### config.mk
export PLATFORM = sky130hd
export DESIGN_NAME = stopwatch_display_scan
export DESIGN_NICKNAME = d
export VERILOG_FILES = /design/src/rtl/stopwatch_display_scan.sv
export SDC_FILE = /design/constraint.sdc
export NUM_CORES = 1
export LEC_CHECK = 0
export CAP_MARGIN = 20
export CORE_MARGIN = 2
export CORE_UTILIZATION = 46
export DETAILED_ROUTE_END_ITERATION = 8
export PLACE_DENSITY = 0.68
export SLEW_MARGIN = 10
export SYNTH_ARGS = -nofsm -noshare
export SYNTH_HDL_FRONTEND = slang
export SYNTH_SLANG_ARGS = --single-unit
### constraint.sdc
create_clock -name clk_core -period 5.48 [get_ports clk_core]
set_input_delay 0.822 -clock clk_core [delete_from_list [all_inputs] [get_ports clk_core]]
set_output_delay 0.822 -clock clk_core [all_outputs]
set_load 0.02 [all_outputs]
### src/rtl/stopwatch_display_scan.sv
// ---------------------------------------------------------------------------
// stopwatch_display_scan
//
// Purpose:
//   Takes the stopwatch's binary minutes / seconds / centiseconds and shows
//   them as MM SS CC on a multiplexed 6-digit seven-segment display. Each
//   digit slot lasts CLK_DIV clock cycles. The inputs are captured once per
//   scan frame, so a single frame never mixes an old and a new time value.
//
// Ports:
//   clk_core  in   1  system clock
//   rst       in   1  synchronous active-high reset
//   min_i     in   6  minutes, binary (valid 0..59)
//   sec_i     in   6  seconds, binary (valid 0..59)
//   ms_10_i   in   7  centiseconds, binary (valid 0..99)
//   dp_en     in   1  enables decimal points after min-units and sec-units
//   an        out  6  digit enables, an[5]=min tens ... an[0]=cs units
//   seg       out  7  segments {g,f,e,d,c,b,a}
//   dp        out  1  decimal point
//
// Parameters:
//   CLK_DIV         clock cycles per digit slot (>= 2)
//   SEG_ACTIVE_LOW  1: seg/dp low = lit, 0: high = lit
//   AN_ACTIVE_LOW   1: an bit low = digit on, 0: high = digit on
// ---------------------------------------------------------------------------
module stopwatch_display_scan #(
  parameter int CLK_DIV        = 50000,
  parameter bit SEG_ACTIVE_LOW = 1'b1,
  parameter bit AN_ACTIVE_LOW  = 1'b1
) (
  input  logic       clk_core,
  input  logic       rst,
  input  logic [5:0] min_i,
  input  logic [5:0] sec_i,
  input  logic [6:0] ms_10_i,
  input  logic       dp_en,
  output logic [5:0] an,
  output logic [6:0] seg,
  output logic       dp
);

  localparam int            CW         = (CLK_DIV > 2) ? $clog2(CLK_DIV) : 1;
  localparam logic [CW-1:0] LAST_COUNT = CW'(CLK_DIV - 1);

  localparam logic [6:0] GLYPH_DASH = 7'b1000000;

  localparam logic [5:0] AN_BLANK  = AN_ACTIVE_LOW  ? 6'b111111  : 6'b000000;
  localparam logic [6:0] SEG_BLANK = SEG_ACTIVE_LOW ? 7'b1111111 : 7'b0000000;
  localparam logic       DP_BLANK  = SEG_ACTIVE_LOW;

  logic [CW-1:0] count;
  logic          tick;
  logic [2:0]    idx;

  logic [5:0] snap_min;
  logic [5:0] snap_sec;
  logic [6:0] snap_ms;

  logic [6:0] field_val;
  logic       field_bad;
  logic       use_tens;
  logic [6:0] digit;
  logic [6:0] seg_hi;
  logic       dp_hi;
  logic [5:0] an_onehot;
  logic [5:0] an_next;
  logic [6:0] seg_next;
  logic       dp_next;

  // Active-high glyph for a decimal digit; anything else falls back to a dash.
  function automatic logic [6:0] glyph(input logic [6:0] d);
    case (d)
      7'd0:    glyph = 7'b0111111;
      7'd1:    glyph = 7'b0000110;
      7'd2:    glyph = 7'b1011011;
      7'd3:    glyph = 7'b1001111;
      7'd4:    glyph = 7'b1100110;
      7'd5:    glyph = 7'b1101101;
      7'd6:    glyph = 7'b1111101;
      7'd7:    glyph = 7'b0000111;
      7'd8:    glyph = 7'b1111111;
      7'd9:    glyph = 7'b1101111;
      default: glyph = GLYPH_DASH;
    endcase
  endfunction

  // Prescaler: one tick per digit slot.
  assign tick = (count == LAST_COUNT);

  always_ff @(posedge clk_core) begin
    if (rst) begin
      count <= '0;
    end else if (tick) begin
      count <= '0;
    end else begin
      count <= count + 1'b1;
    end
  end

  // Digit slot index, 0 = cs units up to 5 = min tens.
  always_ff @(posedge clk_core) begin
    if (rst) begin
      idx <= 3'd0;
    end else if (tick) begin
      idx <= (idx == 3'd5) ? 3'd0 : idx + 3'd1;
    end
  end

  // The snapshot is taken on the tick that shows the last digit of a frame.
  // That digit still uses the old snapshot, since the output registers and
  // the snapshot load on the same edge, and the next frame sees the new one.
  always_ff @(posedge clk_core) begin
    if (rst) begin
      snap_min <= '0;
      snap_sec <= '0;
      snap_ms  <= '0;
    end else if (tick && (idx == 3'd5)) begin
      snap_min <= min_i;
      snap_sec <= sec_i;
      snap_ms  <= ms_10_i;
    end
  end

  // Pick the field for the current slot, split it into tens/units and
  // replace both digits of an out-of-range field with a dash.
  always_comb begin
    field_val = {1'b0, snap_ms};
    field_bad = 1'b0;
    use_tens  = 1'b0;
    case (idx)
      3'd0: begin
        field_val = snap_ms;
        field_bad = (snap_ms > 7'd99);
        use_tens  = 1'b0;
      end
      3'd1: begin
        field_val = snap_ms;
        field_bad = (snap_ms > 7'd99);
        use_tens  = 1'b1;
      end
      3'd2: begin
        field_val = {1'b0, snap_sec};
        field_bad = (snap_sec > 6'd59);
        use_tens  = 1'b0;
      end
      3'd3: begin
        field_val = {1'b0, snap_sec};
        field_bad = (snap_sec > 6'd59);
        use_tens  = 1'b1;
      end
      3'd4: begin
        field_val = {1'b0, snap_min};
        field_bad = (snap_min > 6'd59);
        use_tens  = 1'b0;
      end
      3'd5: begin
        field_val = {1'b0, snap_min};
        field_bad = (snap_min > 6'd59);
        use_tens  = 1'b1;
      end
      default: begin
        field_val = 7'd0;
        field_bad = 1'b1;
        use_tens  = 1'b0;
      end
    endcase

    digit  = use_tens ? (field_val / 7'd10) : (field_val % 7'd10);
    seg_hi = field_bad ? GLYPH_DASH : glyph(digit);

    dp_hi = dp_en && ((idx == 3'd4) || (idx == 3'd2));

    an_onehot = 6'b000001 << idx;
    an_next   = AN_ACTIVE_LOW  ? ~an_onehot : an_onehot;
    seg_next  = SEG_ACTIVE_LOW ? ~seg_hi    : seg_hi;
    dp_next   = SEG_ACTIVE_LOW ? ~dp_hi     : dp_hi;
  end

  // Output registers: load only on tick, hold for the rest of the slot.
  always_ff @(posedge clk_core) begin
    if (rst) begin
      an  <= AN_BLANK;
      seg <= SEG_BLANK;
      dp  <= DP_BLANK;
    end else if (tick) begin
      an  <= an_next;
      seg <= seg_next;
      dp  <= dp_next;
    end
  end

endmodule
After elaboration in Yosys (flattened, before gate mapping)
Memory sizes are Yosys's and may differ from the RTL's. Index checks and enable logic that the tools add are counted.

Equal/unequal tests: 6. Multiplexer cells: 7. Reduce and logical (&&, ||, !) cells: 10. Shift operators: 1. Magnitude comparators: 3. Divide/modulo/power cells: 2. Bitwise operators: 3. Add/sub/neg operators: 2.

Operator list (number): 7-bit 2-to-1 mux (3); 7-bit one-hot mux with 3 select lines (1); 16-bit by 1-bit adder with 16-bit output (second input constant) (1); 16-bit equality test (second input constant) (1); 6-bit > comparator (second input constant) (2); 2-bit OR reduction (4); 7-bit by 4-bit divider with 7-bit output (second input constant) (1); 7-bit > comparator (second input constant) (1); 7-bit by 4-bit modulo with 7-bit output (second input constant) (1); 7-bit NOT (1); 3-bit by 2-bit equality test with 1-bit output (second input constant) (2); 3-bit equality test (second input constant) (2); 3-bit logical NOT (2); 6-bit NOT (1); 1-bit by 3-bit left shift with 6-bit output (first input constant) (1); 3-bit by 1-bit adder with 3-bit output (second input constant) (1); 3-bit by 1-bit equality test with 1-bit output (second input constant) (1); 3-bit 2-to-1 mux (1); 1-bit one-hot mux with 3 select lines (1); 3-bit OR reduction (1); 1-bit logical AND (2); 1-bit logical OR (1); 1-bit 2-to-1 mux (1); 1-bit NOT (1).

Bits in read-only memories: 112. Output and inout port bits: 14. Register bits: 52. Memories: 1. Input bits: 22.

Memories: (no name shown) (words 16, bits a word 7, read ports 1, clocked after memory_dff 0, wr ports 0, RTL line 72) `case (d)`.

Depth between registers and ports, before layout
Gate-level depths: netlist (run 1).

Depth after elaboration: 9. Mapped depth: 22. Depth with buffers taken out: 18.

Worst setup path before layout (run 1)
Ideal clock, no wire load.

Path type: register to register. Start: register idx[1]. End: register seg[6]. Slack: 1.317 ns. Required time: 5.358 ns. Data arrival time: 4.041 ns. Stages on the path, launching flop included: 22. Library setup time: 0.122 ns. Path buffers: 4. Cells stage by stage: dfxtp_1 buf_2 buf_2 and2_1 ha_1 clkbuf_1 nand2_1 o221a_1 buf_2 o21ai_1 nor3_1 a211oi_1 ha_1 nor3_1 o21ai_0 o221ai_2 nor3_2 mux2_2 inv_1 ha_1 o21a_1 a221o_1.

Cells in the longest elaborated chain, start to end: 9.

RTL lines: start, declared (RTL line 53) `logic [2:0] idx;`; start signal, assigned (RTL line 105) `idx <= (idx == 3'd5) ? 3'd0 : idx + 3'd1;`; 3-bit equality test, or another cell as far along (RTL line 130) `case (idx)`; 2-bit OR reduction (no source line); 7-bit one-hot mux with 3 select lines (RTL line 130); 7-bit by 4-bit modulo with 7-bit output / 7-bit by 4-bit divider with 7-bit output (equally long branches) (RTL line 168) `digit = use_tens ? (field_val / 7'd10) : (field_val % 7'd10);`; 7-bit 2-to-1 mux (RTL line 168); memory read 16 x 7 bit / 3-bit logical NOT (equally long branches); 7-bit 2-to-1 mux (RTL line 72); 7-bit 2-to-1 mux * (RTL line 169) `seg_hi = field_bad ? GLYPH_DASH : glyph(digit);`; 7-bit NOT * (RTL line 175) `seg_next = SEG_ACTIVE_LOW ? ~seg_hi : seg_hi;`; end signal, assigned (RTL line 187) `seg <= seg_next;`; end, declared (RTL line 38) `output logic [6:0] seg,`.

Mark *: on every way between the ends. The rest lies on a longest branch, timed or not. A chain may end at the register's enable or synchronous reset.

Worst setup path after layout (run 1)
Start: register idx[2]. End: register seg[6].

Same word-level chain as after synthesis.

==> results.toml, run 1 <==
[status]
run_status = "finished, final reports clean"

[worst_setup_path]
r2r_setup_slack_ns = 0.54
r2r-start = "idx[2]$_SDFFE_PP0N_"
crit_path_start_kind = "register"
r2r_end = "seg[6]$_SDFFE_PP1N_"
worstSetupPathType = "register to register"
kind_of_capture_point_of_the_worst_setup_path = "register"
cp_max_fo = 15
required_ns = 5.69
crit_arrival_ns = 5.15
timing.reg2reg.worst_path_depth = 17

[die]
ios = 36
chip_height_um = 85.9
initial_utilization_pct = 48.1
die-area_um2 = 7380
area_of_the_core_region_um2 = 6420
chipWidth_um = 85.9
core.rowCount = 29

[finish]
seq_area_um2 = 1040
finish.instance_area_um2 = 3530
final_layout_size_suffix_gt1_share_pct = 6.02
num-fill-cells = 634
layout.core_utilization_pct = 55.0
areaGrowthSynthToFinish_pct = 14.5
multiInputGateArea_um2 = 1890
finish.net_count = 445
antennaDiodeCount = 0

[global_routing]
grt_antenna_before_repair = 0
vias_in_the_first_global_route = 2560
first_pass_grt_wire_length_um = 12100
overflow = 0
grt_start_max_net_pins = 34
track_usage_pct = 20.0

[synthesis]
synth.top_cells.by_area = "dfxtp_1 (34%), nand2_1 (8.6%), a21oi_1 (5.7%)"
post-synth-top-area-fraction_pct = 33.7
syn_avg_cell_area_um2 = 7.80
synthTopCellsByCount = "nand2_1 (71), dfxtp_1 (52), nor2_1 (43), a21oi_1 (35), nand3_1 (15)"
synth-seq-area-share_pct = 33.7
syn-cell-area_um2 = 3090
yosys.cell_types.count = 62
synth.ff_latch_count = 52
number_of_enable_type_register_cells_in_the_synthesized_netlist = 0
ys.warnings.count = 0
top_reg_cell_synth = "dfxtp_1"
synth.most_common_cell = "nand2_1"
post_synth_inst_count = 396
yosys.area.top_type = "dfxtp_1"
synth_async_sr_flop_share_pct = 0
synth_nets = 427

[hold_path]
hold_path_startpoint = "snap_ms[0]$_SDFFE_PP0P_"
hold_depth = 2
hold_path_end = "snap_ms[0]$_SDFFE_PP0P_"
worst_hold_path_type = "register to register"

[place]
pre_cts_ws_ns = 0.695
dp_hpwl_um = 5280
final_estimated_routing_congestion_in_global_placement = 0.970
standard_cell_area_after_detailed_placement_um2 = 3420
place.port_buffers = 35

[sta]
worst_hold_slack_ns = 0.458
slew_headroom_pct = 32.6
max_clock_freq_mhz = 202
rsz0062_at_grt = "false"
worst_slew_pin_slew_ns = 1.01
fin_worst_skew_ns = 0.00473
fin_tns_setup_ns = 0
finalCritPeriodShare_pct = 90.1
fin_crit_ns = 4.94
final_max_slew_viol_count = 0
final_hold_viol_count = 0
setup_violations = 0
worst_setup_slack_final_ns = 0.540

[clock_network]
cts_repair_resize_count = 0
htree_levels = 2
cts-buffers-inserted = 5
hold_buffers = 0
clk_path_buf_depth = 2
cts.repair_timing.setup_buffer_count = 0
cts_tree = "yes"
clock_tree.root_cell = "clkbuf_8"
cts_num_sinks = 52
clk_transition_reported_paths_ns = 0.10
clkLatencyLatePin_ns = 0.31

[route]
post_drt_wl_per_cell_um = 14.7
route.detailed.drc = 0
detailroute.via_count = 2863
drtAntennaViolNets = 0
detail_route.first_pass.iterations = 5
number_of_drc_violations_after_detailed_routing_iteration_0 = 252
post_drt_via_cell_ratio = 5.82
detail_route.wirelength_um = 7240

[run]
max_cap_violations = 0

[power_and_ir_drop]
p_per_area_nw_per_um2 = 192
leakagePower_nw = 1.21
power.ir.vdd_worst_mv = 0.123
## registers in the layout, summed over array words and instances, names as in the netlist
name and count:
snap_ms 7, an 6, count 16, snap_min 6
seg 7, snap_sec 6, idx 3, dp 1
## cells in the final DEF (no fill, tap or decap), types with 8 or more instances in the layout
| master | count |
|---|---|
| xor2_1 | 9 |
| dfxtp_1 | 52 |
| nand4_1 | 9 |
| o21ai_0 | 11 |
| mux2i_1 | 8 |
| nand2b_1 | 9 |
| ha_1 | 9 |
| nand2_1 | 71 |
| clkdlybuf4s50_1 | 35 |
| a21oi_1 | 35 |
| nor2_1 | 43 |
| nor3_1 | 9 |
| nand3_1 | 15 |
## critical path, stage by stage, from the launching register on
cell	delay [ns]
dfxtp_1	0.69
inv_1	0.15
ha_1	0.35
a21oi_1	0.24
and2_1	0.55
nor4_4	0.07
o21a_1	0.21
a211oi_1	0.37
ha_1	0.40
nor3_1	0.10
o21ai_0	0.22
o221ai_2	0.16
nor3_2	0.27
mux2_2	0.29
inv_1	0.08
ha_1	0.22
o21a_1	0.19
a221o_1	0.28
## metal layers
layer	share of wire [%]	GRT usage, %	routed length, µm	vias to the layer above
met2	46	32.3	3370	93
li1	-	-	-	1449
met1	48	27.9	3460	1312
met3	4.7	3.27	343	9
met4	0.97	4.91	70	0
met5	0	0	0	-
## per-stage QoR
step / cells / total power, mW
2_1_floorplan: 396 / 0.398
3_3_place_gp: 484 / 0.415
3_5_place_dp: 484 / 0.415
4_1_cts: 492 / 0.683
5_1_grt: 492 / 0.702
6_report: 492 / 0.677
## power breakdown
part           internal, mW  leakage (nW)  switching [mW]
sequential            0.379         0.420         0.00171
clock                 0.138        0.0558           0.133
combinational        0.0160         0.735         0.00915
total                 0.534          1.21           0.144
## logic make-up (layout without fill, tap and decap cells)
family	count (synthesis)	in the layout	share of synthesized area (%)
AO/OA/AOI/OAI	95	95	21.7
XOR/XNOR	14	14	3.97
flip-flops	52	52	33.7
multiplexers	11	11	3.77
adder cells (fa/ha/maj)	10	10	3.97
buffers and inverters	33	52	4.94
AND/OR/NAND/NOR	181	181	28.0
## area by class of cell
| class | instances | area share [%] |
|---|---|---|
| multi-input cells | 311 | 53.6 |
| repair buffers | 37 | 10.3 |
| well taps | 77 | 2.73 |
| clock buffers | 6 | 2.05 |
| flip-flops and latches | 52 | 29.5 |
| inverters | 7 | 0.743 |
| clock inverters | 2 | 1.10 |
## worst max-delay path by stage
stage                                   start                  end  cells after the start  slack (ns)
after floorplan           idx[1]$_SDFFE_PP0N_  seg[6]$_SDFFE_PP1N_                     21        1.32
after global placement    idx[2]$_SDFFE_PP0N_  seg[5]$_SDFFE_PP1N_                     18        0.92
after detailed placement  idx[2]$_SDFFE_PP0N_  seg[5]$_SDFFE_PP1N_                     18        0.69
after CTS                 idx[2]$_SDFFE_PP0N_  seg[5]$_SDFFE_PP1N_                     18        0.63
after global routing      idx[2]$_SDFFE_PP0N_  seg[5]$_SDFFE_PP1N_                     18        0.11
final                     idx[2]$_SDFFE_PP0N_  seg[6]$_SDFFE_PP1N_                     17        0.54
Power figures use the tool's default switching activity.
==> run 2: changes to the inputs <==
--- a/config.mk
+++ b/config.mk
@@ -6,9 +6,9 @@
 export NUM_CORES = 1
 export LEC_CHECK = 0
 export CAP_MARGIN = 20
-export CORE_MARGIN = 2
 export CORE_UTILIZATION = 46
 export DETAILED_ROUTE_END_ITERATION = 8
+export GPL_ROUTABILITY_DRIVEN = 0
 export PLACE_DENSITY = 0.68
 export SLEW_MARGIN = 10
 export SYNTH_ARGS = -nofsm -noshare
==> results.toml, run 2 (synthesis results as in run 1) <==
[worst_setup_path]
cpMaxStageDelayCell = "dfxtp_1"
crit_path_start_kind = "register"
crit_top_cell = "ha_1"
required_ns = 5.69
timing.critical_path.buf_inv = 2
kind_of_capture_point_of_the_worst_setup_path = "register"
timing.reg2reg.worst_path_depth = 17
timing.critical_path.max_delay_family = "compound AO/OA/AOI/OAI gates"
cp_max_fo = 15
critical-path-max-stage-delay_ns = 0.68
crit_path_cell_trace = "inv_1 > ha_1 > a21oi_1 > and2_1 > nor4_4 > o21a_1 > a211oi_1 > ha_1 > nor3_1 > o21ai_0 > o221ai_2 > nor3_2 > mux2_2 > inv_1 > ha_1 > o21a_1 > a221o_1"
crit_arrival_ns = 5.01
worst-path-stages = 17
worstSetupPathType = "register to register"

[clock_network]
cts_num_sinks = 52
cts.repair_timing.setup_buffer_count = 0
hold_buffers = 0
htree_levels = 2
clk_path_buf_depth = 2
clkLatencyLatePin_ns = 0.30
clk_transition_reported_paths_ns = 0.10
cts_repair_resize_count = 0
cts-buffers-inserted = 5
cts_tree = "yes"
clock_tree.root_cell = "clkbuf_8"

[die]
ios = 36
area_of_the_core_region_um2 = 6420
chip_height_um = 83.9
chipWidth_um = 83.9
die-area_um2 = 7040
initial_utilization_pct = 48.1
core.rowCount = 29

[route]
post_drt_wl_per_cell_um = 14.1
detail_route.wirelength_um = 6940
route.detailed.drc = 4
post_drt_via_cell_ratio = 5.89
drtAntennaViolNets = 0
detailroute.via_count = 2897
detail_route.first_pass.iterations = 7
number_of_drc_violations_after_detailed_routing_iteration_0 = 305

[sta]
final_max_slew_viol_count = 0
fin_tns_setup_ns = 0
rsz0062_at_grt = "false"
slew_headroom_pct = 42.4
fin_worst_skew_ns = 0.00909
fin_crit_ns = 4.81
final_hold_viol_count = 0
setup_violations = 0
max_clock_freq_mhz = 208
finalCritPeriodShare_pct = 87.7
worst_slew_pin_slew_ns = 0.864

[finish]
top_register = "count"
areaGrowthSynthToFinish_pct = 14.6
final_cell_mix = "nand2_1 (71), dfxtp_1 (52), nor2_1 (43)"
finish.net_count = 445
largest_registers = "count: 16 flops, seg: 7 flops, snap_ms: 7 flops"
final_layout_size_suffix_gt1_share_pct = 6.27
antennaDiodeCount = 0
largest_reg_flops = 16
most_common_library_cell_in_the_layout_ignoring_fill_and_taps = "nand2_1"

[global_routing]
first_pass_grt_wire_length_um = 12000
track_usage_pct = 20.5
grt_antenna_before_repair = 0
overflow = 0
vias_in_the_first_global_route = 2563
grt_start_max_net_pins = 22

[run]
max_cap_violations = 0

[power_and_ir_drop]
power.ir.vdd_worst_mv = 0.152
p_per_area_nw_per_um2 = 192
leakagePower_nw = 1.22
fin_total_pwr_uw = 679

[hold_path]
hold_depth = 2
worst_hold_path_type = "register to register"

[status]
run_status = "complete, but fails checks"
violated_checks = "design-rule violations"

[place]
dp_hpwl_um = 5070
place.port_buffers = 35
## run 2: cell count changes in the layout (fill, tap and decap cells not counted)
cell      before  now
inv_6          1    0
inv_8          0    1
clkinv_2       0    1
clkbuf_1       1    0
## run 2: stage by stage
step	utilization, %	area, µm²	setup slack (ns)	std cells	hold WS [ns]
after global routing	55.1	3540	0.287	492	0.482
after CTS	55.1	3540	0.722	492	0.461
after global placement	53.3	3420	0.931	484	0.447
after detailed placement	53.3	3420	0.721	484	0.448
after floorplan	-	3090	1.32	396	0.430
final	55.1	3540	0.673	492	0.460
## run 2: tightest hold or removal path, cell delays in order (launching register included)
cell and delay, ns:
dfxtp_1 0.32, nand2_1 0.05, a21oi_1 0.05
## run 2: where the power goes
group	internal [mW]	total, mW	switching (mW)
registers	0.379	0.381	0.00160
logic	0.0160	0.0252	0.00920
clock network	0.139	0.273	0.134
## run 2: final timing paths
check                                             start                       to  slack [ns]
worst max register to register      idx[2]$_SDFFE_PP0N_      seg[6]$_SDFFE_PP1N_        0.67
worst min register to register  snap_ms[0]$_SDFFE_PP0P_  snap_ms[0]$_SDFFE_PP0P_        0.46
worst min-delay path            snap_ms[0]$_SDFFE_PP0P_  snap_ms[0]$_SDFFE_PP0P_        0.46
worst max-delay path                idx[2]$_SDFFE_PP0N_      seg[6]$_SDFFE_PP1N_        0.67
## run 2: area by class of cell
| cell class | instances | area (µm²) |
|---|---|---|
| Clock inverter | 3 | 46.3 |
| Sequential cell | 52 | 1040 |
| Inverter | 7 | 26.3 |
| Fill cell | 638 | 2880 |
| Timing Repair Buffer | 37 | 365 |
| Tap cell | 77 | 96.3 |
| Multi-Input combinational cell | 311 | 1890 |
| Clock buffer | 5 | 68.8 |
## run 2: layer usage
layer	GRT usage, %	vias up	wire [µm]
met1	29.2	1318	3340
li1	-	1444	-
met2	31.0	117	3060
met3	3.86	18	395
met5	0	-	0
met4	6.58	0	144
==> run 3: changes to the inputs <==
--- a/config.mk
+++ b/config.mk
@@ -10,6 +10,7 @@
 export DETAILED_ROUTE_END_ITERATION = 8
 export GPL_ROUTABILITY_DRIVEN = 0
 export PLACE_DENSITY = 0.68
+export REMOVE_ABC_BUFFERS = 1
 export SLEW_MARGIN = 10
 export SYNTH_ARGS = -nofsm -noshare
 export SYNTH_HDL_FRONTEND = slang
==> results.toml, run 3 (synthesis results as in run 1) <==
[route]
drt-met1-wl_um = 3360
post_drt_via_cell_ratio = 5.81
drtAntennaViolNets = 0
detail_route.first_pass.iterations = 7
number_of_drc_violations_after_detailed_routing_iteration_0 = 275
highest_layer = "met4"
post_drt_wl_per_cell_um = 13.9
detail_route.wirelength_um = 6830
detailroute.wirelength.met2_um = 3070
detailroute.via_count = 2855
route.detailed.drc = 2
route.met3.wl_um = 308

[sta]
worst_slew_pin_slew_ns = 0.864
worst_setup_slack_final_ns = 0.677
fin_tns_setup_ns = 0
slew_headroom_pct = 42.4
finalCritPeriodShare_pct = 87.6
fin_crit_ns = 4.80
max_clock_freq_mhz = 208
setup_violations = 0
rsz0062_at_grt = "false"
final_max_slew_viol_count = 0
worst_hold_slack_ns = 0.457
final_hold_viol_count = 0
fin_worst_skew_ns = 0.0187

[global_routing]
overflow = 0
first_pass_grt_wire_length_um = 11800
track_usage_pct = 20.4
grt_antenna_before_repair = 0
vias_in_the_first_global_route = 2562
grt_start_max_net_pins = 27

[die]
core.rowCount = 29
die-area_um2 = 7040
ios = 36
area_of_the_core_region_um2 = 6420
initial_utilization_pct = 48.1
chip_height_um = 83.9
chipWidth_um = 83.9

[finish]
areaGrowthSynthToFinish_pct = 13.7
finish.instance_area_um2 = 3510
top_register = "count"
finish.net_count = 444
largest_registers = "count: 16 flops, seg: 7 flops, snap_ms: 7 flops"
final_layout_size_suffix_gt1_share_pct = 6.28
largest_reg_flops = 16
antennaDiodeCount = 0
most_common_library_cell_in_the_layout_ignoring_fill_and_taps = "nand2_1"
final_cell_mix = "nand2_1 (71), dfxtp_1 (52), nor2_1 (42)"
layout.core_utilization_pct = 54.7

[place]
standard_cell_area_after_detailed_placement_um2 = 3420
dp_hpwl_um = 5080
place.port_buffers = 35
pre_cts_ws_ns = 0.748

[status]
run_status = "complete, but fails checks"
violated_checks = "design-rule violations"

[clock_network]
cts.repair_timing.setup_buffer_count = 0
cts_repair_resize_count = 0
htree_levels = 2
clk_path_buf_depth = 2
hold_buffers = 0
cts-buffers-inserted = 5
clock_tree.root_cell = "clkbuf_8"
clkLatencyLatePin_ns = 0.32
cts_num_sinks = 52
clk_transition_reported_paths_ns = 0.11
cts_tree = "yes"

[worst_setup_path]
kind_of_capture_point_of_the_worst_setup_path = "register"
worstSetupPathType = "register to register"
required_ns = 5.70
crit_arrival_ns = 5.02
r2r_setup_slack_ns = 0.68
crit_path_start_kind = "register"
cp_max_fo = 15

[run]
max_cap_violations = 0

[power_and_ir_drop]
leakagePower_nw = 1.19
power.ir.vdd_worst_mv = 0.106
p_per_area_nw_per_um2 = 181

[hold_path]
worst_hold_path_type = "register to register"
## run 3: layer usage
| metal | track usage [%] | vias up |
|---|---|---|
| li1 | - | 1442 |
| met1 | 27.4 | 1318 |
| met2 | 33.4 | 88 |
| met3 | 3.17 | 7 |
| met4 | 6.74 | 0 |
| met5 | 0 | - |
## run 3: per-stage QoR
stage / std cells / total power, mW
2_1_floorplan: 370 / 0.395
3_3_place_gp: 483 / 0.415
3_5_place_dp: 483 / 0.415
4_1_cts: 491 / 0.643
5_1_grt: 491 / 0.666
6_report: 491 / 0.637
## run 3: layout make-up
| class | instances | area (µm²) |
|---|---|---|
| clock buffers | 5 | 68.8 |
| clock inverters | 3 | 25.0 |
| repair buffers | 36 | 358 |
| well taps | 77 | 96.3 |
| fillers | 600 | 2910 |
| flip-flops and latches | 52 | 1040 |
| inverters | 7 | 26.3 |
| multi-input cells | 311 | 1900 |
## run 3: path summary, 6_finish.rpt
| kind | from | endpoint | depth (start not counted) |
|---|---|---|---|
| setup / recovery | idx[2]$_SDFFE_PP0N_ | seg[6]$_SDFFE_PP1N_ | 17 |
| hold / removal | snap_ms[6]$_SDFFE_PP0P_ | snap_ms[6]$_SDFFE_PP0P_ | 2 |
| setup reg to reg | idx[2]$_SDFFE_PP0N_ | seg[6]$_SDFFE_PP1N_ | 17 |
| hold reg to reg | snap_ms[6]$_SDFFE_PP0P_ | snap_ms[6]$_SDFFE_PP0P_ | 2 |
## run 3: report_power, final
group	switching [mW]	leakage (nW)	internal (mW)
sequential	0.00163	0.420	0.379
clock	0.138	0.0452	0.0934
combinational	0.00917	0.730	0.0160
## run 3: worst max-delay path, stage by stage (launching register included)
cell,delay [ns]
dfxtp_1,0.69
inv_1,0.15
ha_1,0.36
a21oi_1,0.22
and2_1,0.51
nor4_4,0.06
o21a_1,0.21
a211oi_1,0.35
ha_1,0.36
nor3_1,0.08
o21ai_0,0.25
o221ai_2,0.17
nor3_2,0.26
mux2_2,0.28
inv_1,0.08
ha_1,0.21
o21a_1,0.18
a221o_1,0.28
==> patch 1 (settings of run 2) <==
Set the parameter `CLK_DIV` to 12500 (it was 50000).
--- a/src/rtl/stopwatch_display_scan.sv
+++ b/src/rtl/stopwatch_display_scan.sv
@@ -24,7 +24,7 @@
 //   AN_ACTIVE_LOW   1: an bit low = digit on, 0: high = digit on
 // ---------------------------------------------------------------------------
 module stopwatch_display_scan #(
-  parameter int CLK_DIV        = 50000,
+  parameter int CLK_DIV        = 12500,
   parameter bit SEG_ACTIVE_LOW = 1'b1,
   parameter bit AN_ACTIVE_LOW  = 1'b1
 ) (
Behaviour: same outputs for any inputs over 10 cycles, from zero or initial values and one cycle with rst high; that may be too few to reach the edited logic, so the function may still have changed.
==> patch 1 against run 2 <==
- area after synthesis is 4.0% lower
- via count down 10%
- total power down 7.9%
- routed wire length is 7.2% lower
- non-clock buffer count increased by 1
- setup slack better by 0.30 ns
- sequential cell count fell by 2
- cell area fell by 3.2%
==> patch 1: results (changes against run 2) <==
Run status
  • Status: completed

Synthesis
  • Syn_nets: 396 (-7.3%)
  • Unique masters post-synth: 66 (+6.5%)
  • Mapped Cells: 365 (-7.8%)
  • Synth top cells by count: nand2_1, dfxtp_1, nor2_1
  • FFs w/ async S/R, synth: 0 (unchanged)
  • Largest cells by area after synthesis: dfxtp_1, nand2_1, a21oi_1
  • Sequential element share of the synthesized area: 0.338 (+0.000438)

Power and ir drop
  • Psw: 0.129 mW (-11%)
  • Worst VDD drop: 0.122 mV (-20%)
  • Leak: 1.20 nW (-0.92%)

Critical path
  • Largest stage delay, worst path: 1.00 ns (+0.32 ns)
  • Top delay family on crit path: compound AO/OA/AOI/OAI gates
  • Reg2Reg Depth: 17 (unchanged)
  • Critical path fanouts, max: 29 (+14)
  • WP data arrival: 4.70 ns (-0.31 ns)

Detailed routing
  • Post-DR wirelength/cell: 13.9 um (-1.4%)
  • Initial DRC Count: 96 (-69%)
  • Vias per inst: 5.62 (-4.5%)
  • DRT Pass-1 Iters: 4 (-3)

Placement
  • Dpl cells: 454 (-6.2%)
  • Post-DP HPWL: 4670 um (-7.9%)
  • DP Worst Slack: 1.01 ns (+0.286 ns)
  • Area after DPL: 3310 um^2 (-3.4%)

Cells and area
  • Biggest regs: count x14, seg x7, snap_ms x7
  • Fillers: 590 (-7.5%)
  • Final non-filler cell total: 463 (-5.9%)
  • Layout cells sized above 1: 0.0928 (+0.0301)
  • Nets@finish: 418 (-6.1%)

Hold path
  • Hold_sp: count[0]

Clocking
  • CTS Buffer Depth: 2 (unchanged)

Global routing
  • First-pass GRT wire length: 10700 um (-10%)
  • GRT Overall Usage: 0.205 (about the same)
  • Vias in the first global route: 2345 (-8.5%)

Timing
  • Final Skew: 0.0106 ns (+0.00151 ns)
  • Tmin final: 4.51 ns (-0.300 ns)
  • Slew @ Worst Pin: 1.01 ns (+0.145 ns)
-- patch 1: changes by cell type after synthesis, moves of 3 or more --
cell | before | now
o211ai_1 | 3 | 0
nand4_1 | 9 | 3
nand2b_1 | 9 | 2
buf_2 | 11 | 5
nor3_1 | 9 | 5
a21oi_2 | 0 | 5
nand3_1 | 15 | 10
o21bai_1 | 6 | 3
o21ai_0 | 11 | 6
-- patch 1: power by group through the flow --
stage	Clock, mW	Sequential (mW)	Combinational, mW
finish	0.233	0.366	0.0261
detailed placement	0	0.375	0.0252
CTS	0.243	0.366	0.0253
global placement	0	0.375	0.0248
floorplan	0	0.375	0.00829
global route	0.260	0.367	0.0282
-- patch 1: cell type report --
class	count	area, um^2	area share
Timing Repair Buffer	38	380	0.111
Sequential cell	50	1000	0.292
Clock buffer	7	96.3	0.0281
Inverter	6	22.5	0.00657
Tap cell	75	93.8	0.0274
Multi-Input combinational cell	286	1820	0.532
Clock inverter	1	8.76	0.00256
-- patch 1: worst min-delay path by stage --
stage	endpoint	cells past startpoint	slack (ns)
after detailed placement	count[0]	1	0.44
after CTS	snap_ms[0]	2	0.46
after global routing	snap_min[0]	2	0.48
after global placement	count[0]	1	0.43
after floorplan	count[0]	1	0.42
final	count[0]	1	0.46
-- patch 1: per-layer routing --
layer | part of all wire | GRT usage
met1 | 0.51 | 0.285
met4 | 0.0064 | 0.0491
met2 | 0.46 | 0.327
met3 | 0.026 | 0.0341
met5 | 0 | 0
-- patch 1: logic make-up after synthesis --
kind of cell / Yosys count / synth area share
AO/OA/AOI/OAI: 97 / 0.262
XOR/XNOR: 14 / 0.0414
adder cells (fa/ha/maj): 9 / 0.0380
buffers and inverters: 29 / 0.0477
flip-flops: 50 / 0.338
multiplexers: 10 / 0.0346
AND/OR/NAND/NOR: 156 / 0.239
==> patch 2 (flow settings as in run 2) <==
Without the edit above. Register the inputs `min_i`, `sec_i`, `ms_10_i` and `dp_en` before use. The logic sees them one clock later.
--- a/src/rtl/stopwatch_display_scan.sv
+++ b/src/rtl/stopwatch_display_scan.sv
@@ -48,6 +48,18 @@
   localparam logic [6:0] SEG_BLANK = SEG_ACTIVE_LOW ? 7'b1111111 : 7'b0000000;
   localparam logic       DP_BLANK  = SEG_ACTIVE_LOW;
 
+  logic [5:0] min_q;
+  logic [5:0] sec_q;
+  logic [6:0] ms_10_q;
+  logic dp_en_q;
+
+  always_ff @(posedge clk_core) begin
+    min_q   <= min_i;
+    sec_q   <= sec_i;
+    ms_10_q <= ms_10_i;
+    dp_en_q <= dp_en;
+  end
+
   logic [CW-1:0] count;
   logic          tick;
   logic [2:0]    idx;
@@ -115,9 +127,9 @@
       snap_sec <= '0;
       snap_ms  <= '0;
     end else if (tick && (idx == 3'd5)) begin
-      snap_min <= min_i;
-      snap_sec <= sec_i;
-      snap_ms  <= ms_10_i;
+      snap_min <= min_q;
+      snap_sec <= sec_q;
+      snap_ms  <= ms_10_q;
     end
   end
 
@@ -168,7 +180,7 @@
     digit  = use_tens ? (field_val / 7'd10) : (field_val % 7'd10);
     seg_hi = field_bad ? GLYPH_DASH : glyph(digit);
 
-    dp_hi = dp_en && ((idx == 3'd4) || (idx == 3'd2));
+    dp_hi = dp_en_q && ((idx == 3'd4) || (idx == 3'd2));
 
     an_onehot = 6'b000001 << idx;
     an_next   = AN_ACTIVE_LOW  ? ~an_onehot : an_onehot;
Check against the original RTL: no difference found for any inputs over 10 cycles, from zero or initial values and one cycle with rst high; that may be too few to reach the edited logic, so the function may still have changed.
==> patch 2 against run 2 <==
- routed wire length is 2.1% higher
- area after synthesis rose by 13%
- combinational power decreased by 2%
- die area rose by 12%
- cell area is 14% higher
- worst hold slack lost 0.025 ns
- total power rose by 39%
- via count shrank 0.62%
- count of clock-buffer cells in the layout up 6
- setup slack gained 0.049 ns
- sequential cell count is 20 higher
==> patch 2: results (changes against run 2) <==
Run status
  • Status: completed

Detailed routing
  • Met1 wire length: 3410 um (+2.2%)
  • Initial DRC Count: 153 (-50%)
  • DRT Pass-1 Iters: 4 (-3)
  • Met3 routed WL: 308 um (-22%)
  • Final WL: 7090 um (+2.1%)

Clocking
  • Worst-Skew Late Latency: 0.34 ns (+0.04 ns)
  • TritonCTS Buffers: 9 (+4)
  • Htree depth: 3 (+1)

Global routing
  • Largest net degree at the start of global routing: 35 (+59%)
  • GRT Overall Usage: 0.195 (-0.00930)
  • Vias in the first global route: 2537 (-1.0%)
  • First-pass GRT wire length: 11700 um (-2.1%)

Cells and area
  • Fillers: 713 (+12%)
  • Layout cells sized above 1: 0.0974 (+0.0348)
  • Final non-filler cell total: 530 (+7.7%)

Critical path
  • Largest stage delay, worst path: 0.85 ns (+0.17 ns)
  • Crit path to: seg[4]
  • Critical path fanouts, max: 20 (+5)
  • Reg2reg start: idx[1]
  • R2R Setup Slk: 0.72 ns (+0.05 ns)
  • Reg2Reg Depth: 15 (-2)

Placement
  • Area after DPL: 3850 um^2 (+12%)
  • Post-DP HPWL: 5060 um (-0.18%)
  • Dpl cells: 514 (+6.2%)
  • DP Worst Slack: 0.790 ns (+0.0692 ns)

Timing
  • Max transition margin: 0.264 (-0.160)
  • Final Skew: 0.0186 ns (+0.00950 ns)

Synthesis
  • Avg Cell Area, Syn: 8.69 um^2 (+11%)
  • XOR/XNOR share of the synthesized area: 0.0353 (-0.00443)
  • Unique masters post-synth: 61 (-1.6%)
  • Synth top cells by count: dfxtp_1, nand2_1, nor2_1
  • Synth Area in Compound Gates: 0.201 (-0.0163)
  • Largest cells by area after synthesis: dfxtp_1, nand2_1, a21oi_1

Power and ir drop
  • Leak: 1.41 nW (+16%)
  • Int Power: 0.736 mW (+38%)
## patch 2: cell types whose count changed after synthesis, sizes merged, moves of 4 or more
| cell | delta |
|---|---|
| nor4 | +4 |
| nor3 | -5 |
| o21ai | -6 |
| nand2 | -12 |
| dfxtp | +20 |
| inv | +4 |
## patch 2: worst min-delay path by stage
stage	from	endpoint	slack [ns]
2_1_floorplan	min_q[0]	snap_min[0]	0.42
3_3_place_gp	ms_10_q[5]	snap_ms[5]	0.42
3_5_place_dp	ms_10_q[5]	snap_ms[5]	0.42
4_1_cts	ms_10_q[5]	snap_ms[5]	0.44
5_1_grt	ms_10_q[5]	snap_ms[5]	0.44
6_report	min_q[4]	snap_min[4]	0.43
## patch 2: through the flow
stage / utilization / hold WS (ns)
after global placement: 0.527 / 0.423
after CTS: 0.553 / 0.436
after detailed placement: 0.527 / 0.425
after floorplan: - / 0.417
after global routing: 0.553 / 0.443
final: 0.553 / 0.435
## patch 2: area by class of cell
type,instances,share of cell area
multi-input combinational,293,0.461
sequential,72,0.358
timing repair buffer,39,0.0944
clock buffer,11,0.0376
tap,99,0.0307
inverter,11,0.0102
clock inverter,5,0.00776
## patch 2: power by group through the flow
stage | logic [mW] | registers, mW | clock network [mW]
6_report | 0.0246 | 0.536 | 0.382
5_1_grt | 0.0275 | 0.537 | 0.414
4_1_cts | 0.0251 | 0.536 | 0.392
3_5_place_dp | 0.0249 | 0.548 | 0
3_3_place_gp | 0.0248 | 0.548 | 0
2_1_floorplan | 0.00873 | 0.547 | 0
## patch 2: per-layer routing
metal,up-vias,GRT usage
met3,15,0.0443
met4,0,0.0762
met2,72,0.310
met5,-,0
li1,1479,-
met1,1313,0.259
